`config.mk`:
```
export PLATFORM = sky130hd
export DESIGN_NAME = wb_mac_cfg_arbiter
export DESIGN_NICKNAME = d
export VERILOG_FILES = /design/src/rtl/wb_mac_cfg_arbiter.sv
export SDC_FILE = /design/constraint.sdc
export NUM_CORES = 1
export LEC_CHECK = 0
export CAP_MARGIN = 25
export CORE_MARGIN = 2
export CORE_UTILIZATION = 25
export DETAILED_ROUTE_END_ITERATION = 12
export SETUP_SLACK_MARGIN = 0.5
export SYNTH_ARGS = -nofsm -noshare
export SYNTH_HDL_FRONTEND = slang
export SYNTH_SLANG_ARGS = --single-unit
```
`constraint.sdc`:
```
create_clock -name wb_clk_i -period 4.1 [get_ports wb_clk_i]
set_clock_uncertainty 0.2 [all_clocks]
set_input_delay 0.615 -clock wb_clk_i [delete_from_list [all_inputs] [get_ports wb_clk_i]]
set_output_delay 0.615 -clock wb_clk_i [all_outputs]
set_load 0.01 [all_outputs]
```
`src/rtl/wb_mac_cfg_arbiter.sv`:
```
// Round-robin arbiter sharing the MAC's Wishbone register slave between the host
// bridge (port 0) and the link-bring-up sequencer (port 1), with a hung-cycle timeout.
module wb_mac_cfg_arbiter #(
  parameter int TIMEOUT = 64
) (
  input  logic        wb_clk_i,
  input  logic        wb_rst_n_i,
  input  logic        m0_req_i,
  input  logic        m0_we_i,
  input  logic [7:0]  m0_adr_i,
  input  logic [31:0] m0_dat_i,
  output logic        m0_ack_o,
  output logic        m0_err_o,
  input  logic        m1_req_i,
  input  logic        m1_we_i,
  input  logic [7:0]  m1_adr_i,
  input  logic [31:0] m1_dat_i,
  output logic        m1_ack_o,
  output logic        m1_err_o,
  output logic [31:0] rsp_dat_o,
  output logic        wb_cyc_o,
  output logic        wb_stb_o,
  output logic        wb_we_o,
  output logic [7:0]  wb_adr_o,
  output logic [31:0] wb_dat_o,
  input  logic [31:0] wb_dat_i,
  input  logic        wb_ack_i,
  input  logic        wb_int_i,
  output logic        int_pending_o,
  input  logic        int_clr_i
);

  localparam int CW = $clog2(TIMEOUT + 1);

  typedef enum logic [1:0] {IDLE, ACCESS, RESP} state_t;

  state_t          state, state_nxt;
  logic            last_gnt;
  logic            gnt;
  logic            gnt_nxt;
  logic            rsp_err;
  logic [CW-1:0]   cnt;
  logic            timeout_hit;
  logic            any_req;
  logic            int_q;
  logic            int_prev;

  assign any_req     = m0_req_i | m1_req_i;
  assign timeout_hit = (cnt == CW'(TIMEOUT - 1));

  // Under contention the port not served last wins; last_gnt resets to 1 so port 0 goes first.
  always_comb begin
    if (m0_req_i && m1_req_i) gnt_nxt = ~last_gnt;
    else                      gnt_nxt = m1_req_i;
  end

  // NOTE: sequential state uses non-blocking assignments so every register samples pre-edge values.
  always_ff @(posedge wb_clk_i or negedge wb_rst_n_i) begin
    if (!wb_rst_n_i) state <= IDLE;
    else             state <= state_nxt;
  end

  // NOTE: every always_comb output gets a default first, so no path leaves it unassigned (no latch).
  always_comb begin
    state_nxt = state;
    unique case (state)
      IDLE:    if (any_req) state_nxt = ACCESS;
      ACCESS:  if (wb_ack_i || timeout_hit) state_nxt = RESP;
      RESP:    state_nxt = IDLE;
      default: state_nxt = IDLE;
    endcase
  end

  // Bus strobes and response pulses decode straight from state, so reset drops them at once.
  always_comb begin
    wb_cyc_o = (state == ACCESS);
    wb_stb_o = (state == ACCESS);
    m0_ack_o = 1'b0;
    m1_ack_o = 1'b0;
    m0_err_o = 1'b0;
    m1_err_o = 1'b0;
    if (state == RESP) begin
      m0_ack_o = !gnt && !rsp_err;
      m1_ack_o =  gnt && !rsp_err;
      m0_err_o = !gnt &&  rsp_err;
      m1_err_o =  gnt &&  rsp_err;
    end
  end

  always_ff @(posedge wb_clk_i or negedge wb_rst_n_i) begin
    if (!wb_rst_n_i) begin
      last_gnt  <= 1'b1;
      gnt       <= 1'b0;
      rsp_err   <= 1'b0;
      cnt       <= '0;
      wb_we_o   <= 1'b0;
      wb_adr_o  <= '0;
      wb_dat_o  <= '0;
      rsp_dat_o <= '0;
    end else begin
      unique case (state)
        IDLE: begin
          if (any_req) begin
            gnt      <= gnt_nxt;
            last_gnt <= gnt_nxt;
            cnt      <= '0;
            wb_we_o  <= gnt_nxt ? m1_we_i  : m0_we_i;
            wb_adr_o <= gnt_nxt ? m1_adr_i : m0_adr_i;
            wb_dat_o <= gnt_nxt ? m1_dat_i : m0_dat_i;
          end
        end
        ACCESS: begin
          // A slave ack in the final allowed cycle still counts as success.
          if (wb_ack_i) begin
            rsp_dat_o <= wb_dat_i;
            rsp_err   <= 1'b0;
          end else if (timeout_hit) begin
            rsp_dat_o <= '0;
            rsp_err   <= 1'b1;
          end else begin
            cnt <= cnt + CW'(1);
          end
        end
        default: ;
      endcase
    end
  end

  // Interrupt level is registered once; a new rising edge outranks a simultaneous clear.
  always_ff @(posedge wb_clk_i or negedge wb_rst_n_i) begin
    if (!wb_rst_n_i) begin
      int_q         <= 1'b0;
      int_prev      <= 1'b0;
      int_pending_o <= 1'b0;
    end else begin
      int_q    <= wb_int_i;
      int_prev <= int_q;
      if (int_q && !int_prev) int_pending_o <= 1'b1;
      else if (int_clr_i)     int_pending_o <= 1'b0;
    end
  end

endmodule

```
Yosys cells after proc, flatten, opt, wreduce, memory -nomap -nowiden
Index checks and enable logic that the tools add are counted.
{"block": "classes", "n_addsub": 1, "eq_ne": 7, "mux": 21, "n_bitwise": 2, "reduce_logical": 18}
{"operator": "$mux 32", "count": 3}
{"operator": "$mux 7", "count": 3}
{"operator": "$pmux 7 s2", "count": 1}
{"operator": "$mux 1", "count": 10}
{"operator": "$mux 8", "count": 1}
{"operator": "$add 7x1->7 const B", "count": 1}
{"operator": "$eq 7x6->1 const B", "count": 1}
{"operator": "$logic_and 1x1->1", "count": 6}
{"operator": "$ne 2x2->1 const B", "count": 3}
{"operator": "$reduce_and 2->1", "count": 3}
{"operator": "$reduce_bool 2->1", "count": 3}
{"operator": "$mux 2", "count": 2}
{"operator": "$pmux 2 s2", "count": 1}
{"operator": "$reduce_and 4->1", "count": 1}
{"operator": "$logic_not 1->1", "count": 3}
{"operator": "$eq 2x1->1 const B", "count": 1}
{"operator": "$eq 2x2->1 const B", "count": 1}
{"operator": "$logic_not 2->1", "count": 1}
{"operator": "$ne 2x1->1 const B", "count": 1}
{"operator": "$logic_or 1x1->1", "count": 1}
{"operator": "$not 1->1", "count": 1}
{"operator": "$or 1x1->1", "count": 1}
{"block": "totals", "ff_bits": 88, "in_bits": 121, "out_inout_bits": 80, "word_cells": 61}

Longest topological paths before layout
Gate-level depths: netlist (run 1).
{"block": "logic_depth", "word_depth": 4, "mapped_depth": 6, "ltp_nobuf": 5}

Worst setup path before layout (run 1)
Ideal clock, no wire load.
{"block": "synth_path", "path_type": "register -> output", "from": "reg state[0]", "to": "out m0_ack_o", "arrival_ps": 914, "required_ps": 3285, "slack_ps": 2371, "path_stages_with_launch": 3, "path_buffers": 0, "path_cell_list": "dfrtp_1 nor2b_1 nor3b_1"}
{"block": "synth_via", "elab_chain_cells": 2}
{"element": "start: declaration", "line": "37", "rtl": "state_t state, state_nxt;"}
{"element": "start signal: assignment", "line": "60", "rtl": "else state <= state_nxt;"}
{"element": "$eq 2x2->1", "line": "82", "rtl": "if (state == RESP) begin"}
{"element": "$mux 1", "line": "82"}
{"element": "end: declaration", "line": "12", "rtl": "output logic m0_ack_o,"}
No other way between the ends.

Final worst setup path (run 1)
Ends and elaborated chain as after synthesis.

==> results.toml, run 1 <==
[clock_tree]
clock_path_buffers = 2
post_cts_resized = 0
cts_max_level = 3
post-cts-setup-buffers = 0
cts_sinks = 88
ctsHoldBuffers = 0
cts_root_buf = "clkbuf_16"
clk_latency_ps = 330
cts.clk_slew.worst_paths_ps = 60
cts_tree = "built"
cts_made_buffers = 9

[floorplan]
initial_core_util_pct = 25.65
fp.dieW_um = 126.1
dieArea_um2 = 15910
core_area_um2 = 14530
dieHeight_um = 126.1
rows = 44
io_pins = 201

[timing]
fin_tns_setup_ps = 0
tightest_slew_ps = 680.1
finalSetupViolCount = 0
setup_slack_ps = 1504
slew_headroom_pct = 54.49
report.final.slew_viol_count = 0
hold_viol_final = 0
period_needed_ps = 2596
finalCritPeriodShare_pct = 63.31
max_freq_mhz = 385.3
rsz0062_at_grt = "no"
whs_ps = 51.38

[finish]
area_delta_synth_final_pct = 66.64
mostFrequentLayoutCell = "clkdlybuf4s50_1"
fin_nets = 633
drive_gt1_share_pct = 7.364
stdcell_count = 700
antennaDiodeCount = 0
stdcell_area_um2 = 6213
utilization_pct = 42.75
layout_common_cells = "clkdlybuf4s50_1, dfrtp_1, nand2_1"

[synth]
ys.flop_type = "dfrtp_1"
syn_inst = 316
yosysWarningCount = 0
ys_types = 35
syn-num-nets = 438
syn_avg_cell_area_um2 = 11.80
synth-seq-area-share_pct = 59.09
ys_seq_elements = 88
syn_area_um2 = 3729
synth_enable_flop_cells = 0
async_flop_share_pct = 100.0

[critical_path]
setup.worst_path.class = "reg -> out"
cp_max_fo = 4
end_kind = "output port"
cp-start-kind = "register"
cp.arrival_ps = 1780
crit_required_ps = 3280

[power]
peakVddDrop_mv = 0.3081
power.total_mw = 4.118
p_sw_share_pct = 33.42
internal_power_mw = 2.742
powerDensity_nw_per_um2 = 662.8
leakage_nw = 2.691
combPwrFrac_pct = 44.9
p_switching_mw = 1.376
clkPwrFrac_pct = 18.8
power_frac_seq_pct = 36.3

[placement]
dp_slack_ps = 1488
dp_hpwl_um = 7502
portBuffers = 200
place_area_um2 = 5931
place.gp.congestion = 0.7812
dp.cells = 684

[detailed_routing]
drc = 0
postRouteAntennaNets = 0
num_vias = 3094
viasPerCell = 4.420
totalWireLength_um = 10150
drt_iter0_markers = 130
post_drt_wl_per_cell_um = 14.50
drtPass1Iterations = 4

[grt]
antenna_found_initial = 0
grt_pass1_wl_um = 16130
grt_max_degree = 61
overflow = 0
grt_pass1_vias = 3180
grt.total_usage_pct = 12.60

[min_path]
hold_class = "in -> async"

[run_status]
outcome = "finished, final reports clean"

[flow_run]
drv_cap = 0
[cell families after synthesis]
kind of cell	Yosys count	share of synthesized area [%]
fa+ha+maj	1	0.3355
mux	46	12.45
buf+inv	28	4.228
flops	88	59.09
simple gates	64	7.853
compound gates	89	16.04
[sequential cells by signal, indices dropped and copies added (netlist names), 2 cells and up]
register,flops
rsp_dat_o,32
cnt,7
wb_adr_o,8
state,2
wb_dat_o,32
[power by group through the flow]
stage	Clock [mW]	Sequential, mW	Combinational, mW
2_1_floorplan	0	1.65	0.686
3_3_place_gp	0	1.50	1.86
3_5_place_dp	0	1.51	1.87
4_1_cts	0.809	1.50	1.88
5_1_grt	0.846	1.55	2.01
6_report	0.772	1.50	1.85
[routing by layer]
| layer | vias up | part of all wire (%) | global-route usage, % |
|---|---|---|---|
| li1 | 1513 | - | - |
| met1 | 1429 | 43 | 15.95 |
| met2 | 142 | 46 | 19.89 |
| met3 | 10 | 9.1 | 4.460 |
| met4 | 0 | 1.4 | 4.654 |
| met5 | - | 0 | 0 |
[worst paths after layout]
check	from	endpoint	slack, ps	cells past startpoint
worst max-delay path	state[0]	m0_ack_o	1500	3
worst min-delay path	wb_rst_n_i	rsp_dat_o[22]	50	1
worst max register to register	cnt[0]	rsp_dat_o[11]	2240	6
worst min register to register	int_q	int_prev	180	0
max in group asynchronous	wb_rst_n_i	wb_adr_o[2]	3020	2
min in group wb_clk_i	int_q	int_prev	180	0
[worst max-delay path: stages (launching register included)]
cell,delay (ps)
dfrtp_1,430
nor2b_1,220
nor3b_1,230
clkdlybuf4s50_1,570
[cell type report]
cell class | count | area (um^2)
clock inverter | 6 | 43.79
inverter | 7 | 26.28
fill | 1412 | 8320
clock buffer | 10 | 239.0
sequential | 88 | 2203
timing repair buffer | 205 | 2082
multi-input combinational | 200 | 1389
tap | 184 | 230.2
[Yosys cell counts (all sizes together) (2+ instances only)]
master,count,area [um^2]
nor3,3,26.28
o21ai,45,232.7
nor2,5,18.77
buf,17,116.4
clkbuf,4,15.01
dfrtp,87,2177
mux2i,43,430.4
mux2,3,33.78
nand3,2,15.01
o2bb2ai,2,17.52
nand2,48,182.7
inv,7,26.28
a22o,33,290.3
a21boi,2,15.01
a21oi,4,20.02
Note: power is estimated with default switching activity, not from simulation.
==> run 2, diff against run 1 <==
Clock period 4.1 ns to 2.2 ns, I/O delays scaled along.
==> run 2 against run 1 <==
Non-clock buffer count rose by 21. Flip-flop and latch count unchanged. Highest routed layer unchanged. Critical endpoint is now m1_err_o. Die area did not move.
==> results.toml, run 2 (synthesis gave the netlist of run 1 again) <==
[detailed_routing]
postRouteAntennaNets = 0
totalWireLength_um = 10800
drt_iter0_markers = 83
post_drt_wl_per_cell_um = 14.98
num_vias = 3170
viasPerCell = 4.397
drc = 0
drtPass1Iterations = 4

[critical_path]
path_cells = "nor2b_4 -> buf_6 -> and3_1 -> buf_2"
crit_slowest_cell = "dfrtp_1"
crit_required_ps = 1670
slowest_delay_ps = 410
cp-start-kind = "register"
cp_top_family = "flip-flops"
cp_max_fo = 3
cp.buffers_inverters = 2
end_kind = "output port"
setup.worst_path.class = "reg -> out"
cp.arrival_ps = 1280

[finish]
layout_common_cells = "clkdlybuf4s50_1, dfrtp_1, dlygate4sd2_1"
n_fill_cell = 1441
area_delta_synth_final_pct = 74.33
drive_gt1_share_pct = 13.04
reg_top3 = "rsp_dat_o x32, wb_dat_o x32, wb_adr_o x8"
fin_nets = 654
mostFrequentLayoutCell = "clkdlybuf4s50_1"
stdcell_count = 721
antennaDiodeCount = 0
stdcell_area_um2 = 6500

[min_path]
hold_class = "reg -> reg"

[grt]
overflow = 0
grt.total_usage_pct = 12.70
grt_pass1_vias = 3143
grt_max_degree = 66
antenna_found_initial = 0
grt_pass1_wl_um = 16110

[floorplan]
dieArea_um2 = 15910
rows = 44
dieHeight_um = 126.1
io_pins = 201
initial_core_util_pct = 25.65
fp.dieW_um = 126.1
core_area_um2 = 14530

[timing]
max_freq_mhz = 551.3
slew_headroom_pct = 73.08
period_needed_ps = 1814
tightest_slew_ps = 403.8
hold_viol_final = 0
finalSetupViolCount = 0
rsz0062_at_grt = "yes"
finalCritPeriodShare_pct = 82.44
whs_ps = 172.1
report.final.slew_viol_count = 0
fin_tns_setup_ps = 0

[placement]
dp_hpwl_um = 7557
portBuffers = 200
place_area_um2 = 5991
dp.cells = 688
place.gp.congestion = 0.7569

[clock_tree]
cts_root_buf = "clkbuf_16"
cts_made_buffers = 9
clk_latency_ps = 330
cts_sinks = 88
clock_path_buffers = 2
cts_max_level = 3
cts.clk_slew.worst_paths_ps = 60
cts_tree = "built"

[flow_run]
drv_cap = 0

[power]
peakVddDrop_mv = 0.5088
leakage_nw = 3.055
power.total_mw = 7.835
powerDensity_nw_per_um2 = 1205

[run_status]
outcome = "finished, final reports clean"
run 2: changes by cell type in the layout (fill, tap and decap cells not counted), sizes merged, moves of 2 or more:
cell	change
dlygate4sd2	+74
clkdlybuf4s50	-80
clkdlybuf4s15	+2
clkinvlp	-2
clkbuf	+4
buf	+21
bufinv	+3
run 2: worst paths after layout:
| path | startpoint | to | slack [ps] | depth (start not counted) |
|---|---|---|---|---|
| worst min-delay path | int_q | int_prev | 170 | 0 |
| min in group asynchronous | wb_rst_n_i | cnt[6] | 300 | 2 |
| max in group asynchronous | wb_rst_n_i | wb_dat_o[28] | 920 | 3 |
| worst min register to register | int_q | int_prev | 170 | 0 |
| worst max register to register | cnt[1] | rsp_dat_o[6] | 470 | 6 |
| worst max-delay path | state[1] | m1_err_o | 390 | 4 |
run 2: per-stage QoR:
step	utilization, %	setup slack, ps
4_1_cts	43.41	371.8
3_3_place_gp	41.22	181.1
2_1_floorplan	-	541.8
6_report	44.72	386.3
5_1_grt	44.72	301.0
3_5_place_dp	41.22	130.8
run 2: power breakdown:
part	internal (mW)	total [mW]	switching (mW)	leakage (nW)
logic	1.75	3.34	1.59	1.81
clock network	1.11	1.73	0.616	0.156
registers	2.36	2.77	0.416	1.09
total	5.22	7.83	2.62	3.05
run 2: area by class of cell:
| class | instances | area [um^2] | share of cell area (%) |
|---|---|---|---|
| clock inverters | 5 | 105.1 | 1.617 |
| multi-input cells | 200 | 1458 | 22.43 |
| inverters | 7 | 28.78 | 0.4427 |
| clock buffers | 11 | 232.7 | 3.580 |
| well taps | 184 | 230.2 | 3.542 |
| flip-flops and latches | 88 | 2203 | 33.90 |
| repair buffers | 226 | 2242 | 34.49 |
run 2: timing repair:
| action | in CTS | in global routing |
|---|---|---|
| setup buffers | 6 | 6 |
| pin swaps | 2 | 4 |
| hold endpoints to repair | 27 | 0 |
| hold buffers | 1 | 0 |
| gates resized for setup | 105 | 9 |
| gates cloned | 0 | 4 |
| setup endpoints to repair | 114 | 71 |
run 2: per-layer routing:
metal / up-vias / wire length, um / track usage (%)
met1: 1469 / 4686 / 15.51
met4: 0 / 146 / 5.042
li1: 1552 / - / -
met2: 140 / 5039 / 20.34
met3: 9 / 931 / 4.758
met5: - / 0 / 0
